[src/rtl/machine_timer.sv]
// RISC-V machine timer: prescaled 64-bit mtime, 64-bit mtimecmp, CTRL.EN, and a
// shadowed mtime high word so a LO-then-HI read pair is atomic.
module machine_timer #(
  parameter int unsigned PRESCALE  = 1,
  parameter logic [31:0] BASE_ADDR = 32'h0200_0000
) (
  input  logic        clk,
  input  logic        rst,
  input  logic        bus_sel,
  input  logic        bus_we,
  input  logic [31:0] bus_addr,
  input  logic [31:0] bus_wdata,
  input  logic [3:0]  bus_wmask,
  output logic [31:0] bus_rdata,
  output logic        bus_err,
  output logic        timer_irq
);

  localparam logic [15:0] PrescLast = 16'(PRESCALE - 1);

  logic [63:0] mtime_q, mtime_d;
  logic [63:0] mtimecmp_q, mtimecmp_d;
  logic [31:0] shadow_hi_q, shadow_hi_d;
  logic [15:0] presc_q, presc_d;
  logic        en_q, en_d;
  logic        irq_d;

  logic       in_window, aligned, valid, acc_rd, acc_wr;
  logic [2:0] word;

  assign in_window = (bus_addr[31:5] == BASE_ADDR[31:5]);
  assign aligned   = (bus_addr[1:0] == 2'b00);
  assign word      = bus_addr[4:2];
  assign valid     = in_window & aligned & (word <= 3'd4);
  assign acc_rd    = bus_sel & ~bus_we & valid;
  assign acc_wr    = bus_sel & bus_we & valid;
  assign bus_err   = bus_sel & ~valid;

  function automatic logic [31:0] merge(input logic [31:0] old, input logic [31:0] wdata,
                                        input logic [3:0] mask);
    logic [31:0] res;
    res = old;
    for (int b = 0; b < 4; b++) begin
      if (mask[b]) res[8*b +: 8] = wdata[8*b +: 8];
    end
    return res;
  endfunction

  always_comb begin
    presc_d     = presc_q;
    mtime_d     = mtime_q;
    mtimecmp_d  = mtimecmp_q;
    en_d        = en_q;
    shadow_hi_d = shadow_hi_q;
    irq_d       = (mtime_q >= mtimecmp_q);

    if (en_q) begin
      if (presc_q >= PrescLast) begin
        presc_d = '0;
        mtime_d = mtime_q + 64'd1;
      end else begin
        presc_d = presc_q + 16'd1;
      end
    end

    if (acc_wr) begin
      unique case (word)
        3'd0: begin
          // Software write wins over the increment and restarts the prescaler.
          mtime_d        = mtime_q;
          mtime_d[31:0]  = merge(mtime_q[31:0], bus_wdata, bus_wmask);
          presc_d        = '0;
        end
        3'd1: begin
          mtime_d        = mtime_q;
          mtime_d[63:32] = merge(mtime_q[63:32], bus_wdata, bus_wmask);
          presc_d        = '0;
        end
        3'd2: mtimecmp_d[31:0]  = merge(mtimecmp_q[31:0], bus_wdata, bus_wmask);
        3'd3: mtimecmp_d[63:32] = merge(mtimecmp_q[63:32], bus_wdata, bus_wmask);
        3'd4: if (bus_wmask[0]) en_d = bus_wdata[0];
        default: ;
      endcase
    end

    if (acc_rd && word == 3'd0) shadow_hi_d = mtime_q[63:32];
  end

  always_comb begin
    bus_rdata = '0;
    if (acc_rd) begin
      unique case (word)
        3'd0:    bus_rdata = mtime_q[31:0];
        3'd1:    bus_rdata = shadow_hi_q;
        3'd2:    bus_rdata = mtimecmp_q[31:0];
        3'd3:    bus_rdata = mtimecmp_q[63:32];
        3'd4:    bus_rdata = {31'd0, en_q};
        default: bus_rdata = '0;
      endcase
    end
  end

  always_ff @(posedge clk or posedge rst) begin
    if (rst) begin
      mtime_q     <= '0;
      mtimecmp_q  <= '1;
      shadow_hi_q <= '0;
      presc_q     <= '0;
      en_q        <= 1'b0;
      timer_irq   <= 1'b0;
    end else begin
      mtime_q     <= mtime_d;
      mtimecmp_q  <= mtimecmp_d;
      shadow_hi_q <= shadow_hi_d;
      presc_q     <= presc_d;
      en_q        <= en_d;
      timer_irq   <= irq_d;
    end
  end

endmodule

[config.mk]
export PLATFORM = sky130hd
export DESIGN_NAME = machine_timer
export DESIGN_NICKNAME = d
export VERILOG_FILES = /design/src/rtl/machine_timer.sv
export SDC_FILE = /design/constraint.sdc
export NUM_CORES = 1
export LEC_CHECK = 0
export BUFFER_PORTS_ARGS = -buffer_cell sky130_fd_sc_hd__buf_2
export CAP_MARGIN = 20
export CORE_UTILIZATION = 55
export DETAILED_ROUTE_END_ITERATION = 16
export PLACE_DENSITY = 0.75
export SYNTH_ARGS = -nofsm -noshare
export SYNTH_HDL_FRONTEND = slang
export SYNTH_SLANG_ARGS = --single-unit
[constraint.sdc]
create_clock -name clk -period 6 [get_ports clk]
set_input_delay 0.3 -clock clk [delete_from_list [all_inputs] [get_ports clk]]
set_output_delay 0.3 -clock clk [all_outputs]
set_load 0.01 [all_outputs]
* After elaboration in Yosys (flattened, before gate mapping)
Index checks and enable logic that the tools add are counted.
** Storage, ports and cells
- Output and inout port bits :: 34
- Bits of input ports :: 72
- Bits in registers :: 178
** Cells by class
- Reduce and logical (&&, ||, !) cells :: 21
- Bitwise logic cells :: 9
- Equality and inequality tests :: 15
- Add/sub/neg operators :: 2
- Multiplexer cells :: 14
- Order comparisons :: 3
** Operators by type and width (number)
- $mux W64 :: 3
- $pmux W32 S5 :: 1
- $pmux W64 S2 :: 1
- $add A64 B1 Y64 const B :: 1
- $ge A64 B64 Y1 :: 1
- $mux W16 :: 4
- $mux W32 :: 1
- $mux W8 :: 4
- $eq A27 B21 Y1 const B :: 1
- $reduce_and A3 Y1 :: 9
- $ne A3 B3 Y1 const B :: 8
- $add A16 B1 Y16 const B :: 1
- $ge A16 B1 Y1 const B :: 1
- $reduce_and A2 Y1 :: 8
- $and A1 B1 Y1 :: 7
- $eq A3 B2 Y1 const B :: 2
- $ne A2 B2 Y1 const B :: 2
- $eq A3 B1 Y1 const B :: 1
- $eq A3 B3 Y1 const B :: 1
- $le A3 B3 Y1 const B :: 1
- $logic_not A3 Y1 :: 1
- $logic_not A2 Y1 :: 1
- $not A1 Y1 :: 2
- $reduce_or A2 Y1 :: 1
- $logic_and A1 B1 Y1 :: 1

* Longest topological paths before layout
Gate-level depths: netlist of run 1.
- Word-level depth :: 6
- Mapped depth :: 9
- Gate-level depth less buffers :: 8

* Worst setup path after synthesis of run 1
Ideal clock, no wire load.
- Kind :: reg2reg
- Start :: register mtime_q[43]
- End :: register mtime_q[57]
- Buffers on the path :: 1
- Library setup time :: 0.066 ns
- Required time :: 5.934 ns
- Stages on the path, launching flop included :: 8
- Clock period less this slack :: 2.384 ns
- Arrival :: 2.318 ns
- Setup slack :: 3.616 ns
- Path through :: dfrtp_1 > bufinv_8 > or4_4 > buf_6 > or4_4 > or4_1 > a21oi_1 > a221o_1
** Between the ends
- Cells in the longest elaborated chain, start to end :: 5
** RTL lines
- from (decl) :: line 21 : logic [63:0] mtime_q, mtime_d;
- from (signal assigned) :: line 112 : mtime_q <= mtime_d;
- $add A64 B1 Y64 (*) :: line 60 : mtime_d = mtime_q + 64'd1;
- $mux W64 (*) :: line 58 : if (presc_q >= PrescLast) begin
- $mux W64 (*) :: line 57 : if (en_q) begin
- $pmux W64 S2 :: line 67 : unique case (word)
- $mux W64 (*) :: line 66 : if (acc_wr) begin
Mark *: on every way between the ends. The rest lies on a longest branch, timed or not.
A chain may end at the register's enable or synchronous reset.

* Worst setup path in the final report of run 1
- Start :: register mtime_q[1]
- End :: register mtime_q[36]
Same word-level chain as after synthesis.

==> results of run 1 <==
kinds of logic (layout without fill, tap and decap cells):
| group | Yosys count | count (layout) | share of synthesized area [%] |
|---|---|---|---|
| multiplexers | 107 | 107 | 10.8 |
| adder cells (fa/ha/maj) | 65 | 65 | 7.44 |
| flip-flops | 162 | 162 | 37.8 |
| other | 0 | 1 | 0 |
| AO/OA/AOI/OAI | 296 | 296 | 17.5 |
| buffers and inverters | 148 | 241 | 5.34 |
| AND/OR/NAND/NOR | 430 | 430 | 20.5 |
| XOR/XNOR | 6 | 6 | 0.481 |
stage by stage:
| step | utilization (%) | setup WS, ns | power [uW] | hold slack, ns | cells |
|---|---|---|---|---|---|
| 2_1_floorplan | - | 1.43 | 1160 | 0.417 | 1214 |
| 3_3_place_gp | 60.2 | 2.39 | 1220 | 0.475 | 1538 |
| 3_5_place_dp | 60.2 | 2.32 | 1230 | 0.485 | 1539 |
| 4_1_cts | 63.4 | 2.77 | 2350 | 0.0754 | 1571 |
| 5_1_grt | 63.5 | 2.52 | 2410 | 0.0914 | 1573 |
| 6_report | 63.5 | 2.62 | 2350 | 0.0176 | 1573 |
area by class of cell:
type,count,share of cell area (%)
inverters,89,2.86
flip-flops and latches,162,33.5
well taps,265,2.68
clock buffers,22,4.27
clock inverters,10,0.750
multi-input cells,904,50.7
diodes,1,0.0203
repair buffers,120,5.21
cell usage after synthesis, types with 6 or more instances:
cell type	number
inv_1	88
and4_1	13
or3_1	14
mux2_2	84
mux2_1	8
nand2_1	92
mux2i_1	15
ha_1	65
o21ai_1	9
nor4_1	27
a211oi_1	8
buf_2	6
a21o_1	7
a221oi_1	12
nand4_1	41
nor2_1	79
nand3_1	72
a32oi_1	12
a21oi_1	66
dfstp_2	64
o21a_1	6
and3_1	14
o211ai_1	9
and2_1	10
or4_1	10
nor3_1	24
clkbuf_1	48
o31ai_1	7
o21ai_0	66
a31oi_1	16
dfrtp_1	98
a22oi_1	48
layout by cell type (no fill, tap or decap), types with 13 or more instances in the layout:
| cell | n |
|---|---|
| buf_2 | 106 |
| dfrtp_1 | 98 |
| nand2_1 | 92 |
| inv_1 | 87 |
| mux2_2 | 84 |
| nor2_1 | 77 |
| nand3_1 | 72 |
| a21oi_1 | 66 |
| o21ai_0 | 66 |
| ha_1 | 65 |
| dfstp_2 | 64 |
| a22oi_1 | 48 |
| nand4_1 | 41 |
| nor4_1 | 25 |
| nor3_1 | 22 |
| clkbuf_16 | 20 |
| a31oi_1 | 16 |
| mux2i_1 | 15 |
| and3_1 | 14 |
| or3_1 | 14 |
| and4_1 | 13 |
| buf_4 | 13 |
layer usage:
layer  up-vias  share of wire [%]  GRT usage [%]
met5         -                  0              0
met4         0                3.6           13.5
met3       109                 11           10.1
met2       688                 45           55.0
met1      5019                 40           48.1
li1       4710                  -              -
state kept, by name (all words and copies together) (netlist names):
| name | count |
|---|---|
| en_q | 1 |
| mtime_q | 64 |
| mtimecmp_q | 64 |
| shadow_hi_q | 32 |
| timer_irq | 1 |
worst paths after layout:
path / end / cells past startpoint
worst max-delay path: mtime_q[36]$_DFFE_PP0P_ / 8
worst min-delay path: mtime_q[14]$_DFFE_PP0P_ / 2
worst max register to register: mtime_q[36]$_DFFE_PP0P_ / 8
worst min register to register: mtimecmp_q[15]$_DFFE_PP1P_ / 2
max in group asynchronous: mtime_q[9]$_DFFE_PP0P_ / 3
min in group clk: mtime_q[15]$_DFFE_PP0P_ / 3
power by group through the flow:
stage	logic [uW]	clock network, uW	registers (uW)
after floorplan	45.3	0	1110
after global placement	111	0	1110
after detailed placement	113	0	1110
after CTS	113	1140	1090
after global routing	122	1190	1090
final	114	1140	1090
==> results.tsv, run 1 <==
stage	metric	value	unit
cts	clock-sinks	162	
setup_path	crit_path_frequent_cell	o21ai_0	
timing	fmax	296	MHz
final_layout	num-fill-cells	1628	
synthesis	synth_nets	1351	
synthesis	synth_area_leaders	dfrtp_1 22%, dfstp_2 15%, mux2_2 8.6%	
final_layout	multi_input_area	0.00627	mm2
power_and_ir_drop	combPwrFrac	4.9	%
synthesis	synth_area	0.0109	mm2
power_and_ir_drop	p_clk_share	48.7	%
die	dieArea	0.0205	mm2
die	io_pins	106	
die	die-height	143	um
cts	worstSkewPairLatency	0.44	ns
timing	fin_crit	3.38	ns
grt	grt_overflow	0	
synthesis	yosys_warnings	0	
power_and_ir_drop	switching_share	23.9	%
cts	cts_root_buf	clkbuf_16	
final_layout	ff_latch_area	0.00413	mm2
cts	cts_hold_buf	0	
placed_design	gp_congestion	0.948	
setup_path	slowest_stage	nor4_2	
routing	wl_per_cell	22.6	um
setup_path	r2r-start	mtime_q[1]$_DFFE_PP0P_	
timing	hold_viol	0	
cts	cts_buffers	17	
synthesis	yosys.area.top_type_share	22.4	%
placed_design	port-buffer-count	105	
die	die_x	143	um
setup_path	crit_type	flip-flop to flip-flop	
power_and_ir_drop	p_leak	0.00508	uW
cts	clk_pin_slew	0.07	ns
power_and_ir_drop	p_per_area	191	mW/mm2
routing	antenna_left	0	
grt	grt_pass1_wl	54700	um
routing	dr.pass1.iters	8	
synthesis	async_flop_share	100	%
final_layout	final_area	0.0124	mm2
status	status	finished clean	
synthesis	yosys_most_used_dff	dfrtp_1	
worst_hold_path	hold_path_class	primary input to asynchronous set/reset pin	
routing	drc	0	
setup_path	crit_start	mtime_q[1]$_DFFE_PP0P_	
timing	slew_violations	0	
timing	finalCritPeriodShare	56.4	%
final_layout	nNetsFinal	1431	
grt	grt_pass1_vias	9828	
setup_path	critPathTopFamily	simple AND/OR/NAND/NOR gates	
synthesis	synth_top_area_cell	dfrtp_1	
setup_path	crit_path_start_kind	flip-flop	
timing	grt_setup_unrepaired	false	
cts	cts_tree	yes	
cts	cts_max_level	4	
final_layout	synthToLayoutAreaGrowth	13.0	%
die	fp-row-count	51	
power_and_ir_drop	p_switching	562	uW
power_and_ir_drop	sequentialPowerShare	46.5	%
setup_path	cp_cell_sequence	ha_1 -> and4_1 -> nand4_1 -> nor4_2 -> buf_4 -> o21ai_0 -> a2bb2oi_1 -> o21ai_0	
synthesis	synth_sequential_area_ratio	37.8	%
setup_path	crit_fanout	8	
timing	worstMarginPinSlew	1.27	ns
setup_path	cpPeakStageDelay	0.81	ns
cts	clk_path_buf_depth	2	
routing	vias_per_cell	6.69	
synthesis	ys_types	70	
grt	antenna_found_initial	1	
setup_path	crit_buf_inv	1	
setup_path	crit_arrival	3.74	ns
timing	finalSetupViolCount	0	
timing	skew	0.00891	ns
routing	vias	10500	
synthesis	syn_avg_cell_area	9.01	um2
synthesis	ys_seq_elements	162	
routing	wl	35500	um
grt	grt_max_degree	93	
final_layout	drive_gt1_share	24.6	%
synthesis	synth-edff-count	0	
power_and_ir_drop	peakVddDrop	203	uV
cts	cts_setup_buffers	0	
setup_path	rrSetupSlack	2.62	ns
die	initial_utilization	56.2	%
timing	relSlewSlack	15.0	%
cts	cts.repair.resized	0	
power_and_ir_drop	intPower	1790	uW
timing	finalSetupTns	0	ns
setup_path	cp-end-kind	flip-flop	
synthesis	synth_cells	1214	
grt	grt_util_all_layers	35.9	%
placed_design	dp_hpwl	25000	um
flow_run	max-cap-violations	0	
routing	drt_iter0_drc	1285	
die	core_area	0.0195	mm2
placed_design	post_dp_cell_area	0.0117	mm2
setup_path	critPathRequiredTime	6.35	ns
Note: power is estimated with default switching activity, not from simulation.
==> run 2: changes to the inputs <==
--- a/config.mk
+++ b/config.mk
@@ -5,11 +5,12 @@
 export SDC_FILE = /design/constraint.sdc
 export NUM_CORES = 1
 export LEC_CHECK = 0
+export ABC_AREA = 1
 export BUFFER_PORTS_ARGS = -buffer_cell sky130_fd_sc_hd__buf_2
 export CAP_MARGIN = 20
 export CORE_UTILIZATION = 55
 export DETAILED_ROUTE_END_ITERATION = 16
-export PLACE_DENSITY = 0.75
+export PLACE_DENSITY = 0.74
 export SYNTH_ARGS = -nofsm -noshare
 export SYNTH_HDL_FRONTEND = slang
 export SYNTH_SLANG_ARGS = --single-unit
==> constraint.sdc (replaced) <==
create_clock -name clk -period 3.5 [get_ports clk]
set_input_delay 0.175 -clock clk [delete_from_list [all_inputs] [get_ports clk]]
set_output_delay 0.175 -clock clk [all_outputs]
set_load 0.01 [all_outputs]
==> results.tsv, run 2 <==
stage	metric	value	unit	change
synthesis	synth_nets	1866		was 1,351
cts	cts_max_level	4		unchanged
synthesis	synth-edff-count	0		unchanged
timing	finalSetupViolCount	0		unchanged
grt	antenna_found_initial	0		was 1
grt	grt_pass1_wl	66400	um	was 54,700 um
routing	antenna_left	0		unchanged
setup_path	crit_type	flip-flop to flip-flop		unchanged
synthesis	syn_avg_cell_area	7.05	um2	was 9.01 um2
timing	finalCritPeriodShare	73.2	%	was 56.4%
timing	worstMarginPinSlew	0.919	ns	was 1.27 ns
synthesis	async_flop_share	100	%	unchanged
synthesis	synth_cells	1729		was 1,214
die	io_pins	106		unchanged
power_and_ir_drop	p_per_area	294	mW/mm2	was 191 mW/mm2
setup_path	crit_arrival	2.88	ns	was 3.74 ns
cts	cts_setup_buffers	0		unchanged
setup_path	crit_fanout	6		was 8
synthesis	yosysMostFrequentCell	nand2_1		was dfrtp_1
timing	skew	0.0103	ns	was 0.00891 ns
routing	vias_per_cell	5.95		was 6.69
cts	cts_tree	yes		unchanged
grt	grt_max_degree	163		was 93
routing	dr.pass1.iters	6		was 8
timing	fmax	390	MHz	was 296 MHz
cts	clk_path_buf_depth	2		unchanged
timing	slew_violations	0		unchanged
worst_hold_path	hold_path_class	primary input to asynchronous set/reset pin		unchanged
final_layout	synthToLayoutAreaGrowth	11.1	%	was 13.0%
grt	grt_util_all_layers	39.2	%	was 35.9%
routing	wl_per_cell	20.4	um	was 22.6 um
die	die-height	151	um	was 143 um
die	dieArea	0.0228	mm2	was 0.0205 mm2
synthesis	ys_seq_elements	162		unchanged
final_layout	num_antenna_cells	0		was 1
die	initial_utilization	56.0	%	was 56.2%
die	fp-row-count	54		was 51
routing	vias	12600		was 10,500
cts	cts.repair.resized	0		unchanged
setup_path	cp-end-kind	flip-flop		unchanged
grt	grt_pass1_vias	11700		was 9,828
cts	clock-sinks	162		unchanged
status	violations	negative hold slack		
synthesis	yosys_most_used_dff	dfrtp_1		unchanged
timing	fin_crit	2.56	ns	was 3.38 ns
final_layout	reg.largest.list	mtime_q: 64 flops, mtimecmp_q: 64 flops, shadow_hi_q: 32 flops		unchanged
setup_path	crit_path_start_kind	flip-flop		unchanged
cts	cts_buffers	17		unchanged
final_layout	nNetsFinal	1957		was 1,431
status	status	complete, but fails checks		was finished clean
synthesis	synth_top_area_cell	dfrtp_1		unchanged
routing	drt_iter0_drc	1266		was 1,285
timing	grt_setup_unrepaired	false		unchanged
routing	wl	43100	um	was 35,500 um
placed_design	post_dp_cell_area	0.0130	mm2	was 0.0117 mm2
setup_path	critPathRequiredTime	3.82	ns	was 6.35 ns
synthesis	yosys.area.top_type_share	20.1	%	was 22.4%
setup_path	cp_cell_sequence	nand2_1 -> nor2_1 -> nand2_1 -> nor2_1 -> nand3_1 -> nor2_1 -> nand2_1 -> nand2_1 -> inv_1 -> nand2_1 -> nand2_1 -> nand2_1 -> nand2_1		was ha_1 -> and4_1 -> nand4_1 -> nor4_2 -> buf_4 -> o21ai_0 -> a2bb2oi_1 -> o21ai_0
synthesis	yosys_warnings	0		unchanged
routing	drc	0		unchanged
power_and_ir_drop	p_leak	0.00599	uW	was 0.00508 uW
timing	whs	-0.00379	ns	was 0.0176 ns
power_and_ir_drop	peakVddDrop	229	uV	was 203 uV
placed_design	port-buffer-count	105		unchanged
setup_path	cpPeakStageDelay	0.49	ns	was 0.81 ns
final_layout	num-fill-cells	2042		was 1,628
synthesis	ys_types	46		was 70
cts	cts_root_buf	clkbuf_16		unchanged
placed_design	gp_congestion	1.02		was 0.948
die	die_x	151	um	was 143 um
final_layout	mostFrequentLayoutCell	nand2_1		was buf_2
final_layout	final_area	0.0135	mm2	was 0.0124 mm2
setup_path	slowest_stage	dfrtp_1		was nor4_2
die	core_area	0.0218	mm2	was 0.0195 mm2
synthesis	synth_area	0.0122	mm2	was 0.0109 mm2
final_layout	drive_gt1_share	17.7	%	was 24.6%
cts	cts_hold_buf	1		was 0
cts	clk_pin_slew	0.07	ns	about the same
grt	grt_overflow	0		unchanged
synthesis	synth_sequential_area_ratio	33.9	%	was 37.8%
final_layout	final_cell_mix	503 x nand2_1, 209 x inv_1, 160 x nand3_1		was 106 x buf_2, 98 x dfrtp_1, 92 x nand2_1
placed_design	dp_hpwl	32500	um	was 25,000 um
timing	finalSetupTns	0	ns	unchanged
timing	relSlewSlack	38.7	%	was 15.0%
cts	worstSkewPairLatency	0.44	ns	about the same
flow_run	max-cap-violations	0		unchanged
synthesis	synth_top_cells_by_count	503 x nand2_1, 210 x inv_1, 161 x nand3_1, 159 x nor2_1, 98 x dfrtp_1		was 98 x dfrtp_1, 92 x nand2_1, 88 x inv_1, 84 x mux2_2, 79 x nor2_1
setup_path	crit_path_frequent_cell	nand2_1		was o21ai_0
timing	hold_viol	2		was 0
synthesis	synth_area_leaders	dfrtp_1 20%, nand2_1 15%, dfstp_2 14%		was dfrtp_1 22%, dfstp_2 15%, mux2_2 8.6%
[run 2: cells by family after synthesis]
family                     count (synthesis)  share of synthesized area, %
AOI/OAI and AO/OA                        256                          14.0
xor gates and xnor gates                  29                          2.08
buffers and inverters                    271                          9.16
DFF                                      162                          33.9
adders and majority gates                 65                          6.67
and+or+nand+nor                          946                          34.2
[run 2: final timing paths]
path | startpoint | to | slack, ns | cells past startpoint
min in group clk | bus_wdata[29] | mtimecmp_q[29]$_DFFE_PP1P_ | 0.02 | 3
max in group asynchronous | rst | mtime_q[55]$_DFFE_PP0P_ | 2.83 | 3
setup / recovery | mtime_q[5]$_DFFE_PP0P_ | mtime_q[41]$_DFFE_PP0P_ | 0.94 | 13
hold reg to reg | mtimecmp_q[63]$_DFFE_PP1P_ | mtimecmp_q[63]$_DFFE_PP1P_ | 0.48 | 2
hold / removal | rst | shadow_hi_q[11]$_DFFE_PP0P_ | -0.004 | 3
setup reg to reg | mtime_q[5]$_DFFE_PP0P_ | mtime_q[41]$_DFFE_PP0P_ | 0.94 | 13
[run 2: metal layers]
metal,global-route usage [%],part of all wire (%),up-vias
li1,-,-,5881
met1,53.6,42,5853
met2,60.3,44,716
met3,7.98,10,124
met4,16.1,4.2,0
met5,0,0,-
[run 2: cell type report]
cell class	count	area (um2)	area share [%]
Timing Repair Buffer	130	728	5.38
Multi-Input combinational cell	1296	6950	51.3
Clock buffer	20	447	3.30
Tap cell	280	350	2.59
Clock inverter	12	124	0.915
Sequential cell	162	4130	30.5
Inverter	213	803	5.93
[run 2: worst max-delay path, delay by kind of cell (launching register included)]
| family | cells | cell delay [ns] |
|---|---|---|
| buf+inv | 1 | 0.05 |
| flops | 1 | 0.49 |
| simple gates | 12 | 1.91 |
[run 2: metrics by stage]
stage / total power [uW] / hold slack, ns / std cells / worst slack (ns) / util, %
after floorplan: 2020 / 0.301 / 1729 / 1.32 / -
after global placement: 2130 / 0.453 / 2080 / 0.867 / 59.6
after detailed placement: 2140 / 0.453 / 2080 / 0.886 / 59.6
after CTS: 4000 / 0.00662 / 2113 / 1.02 / 62.2
after global routing: 4090 / 0.0140 / 2113 / 0.858 / 62.2
final: 3980 / -0.00379 / 2113 / 0.938 / 62.2
[run 2: power by group]
part	internal, uW	switching (uW)
sequential	1880	0.00000937
combinational	52.0	178
clock	1020	862
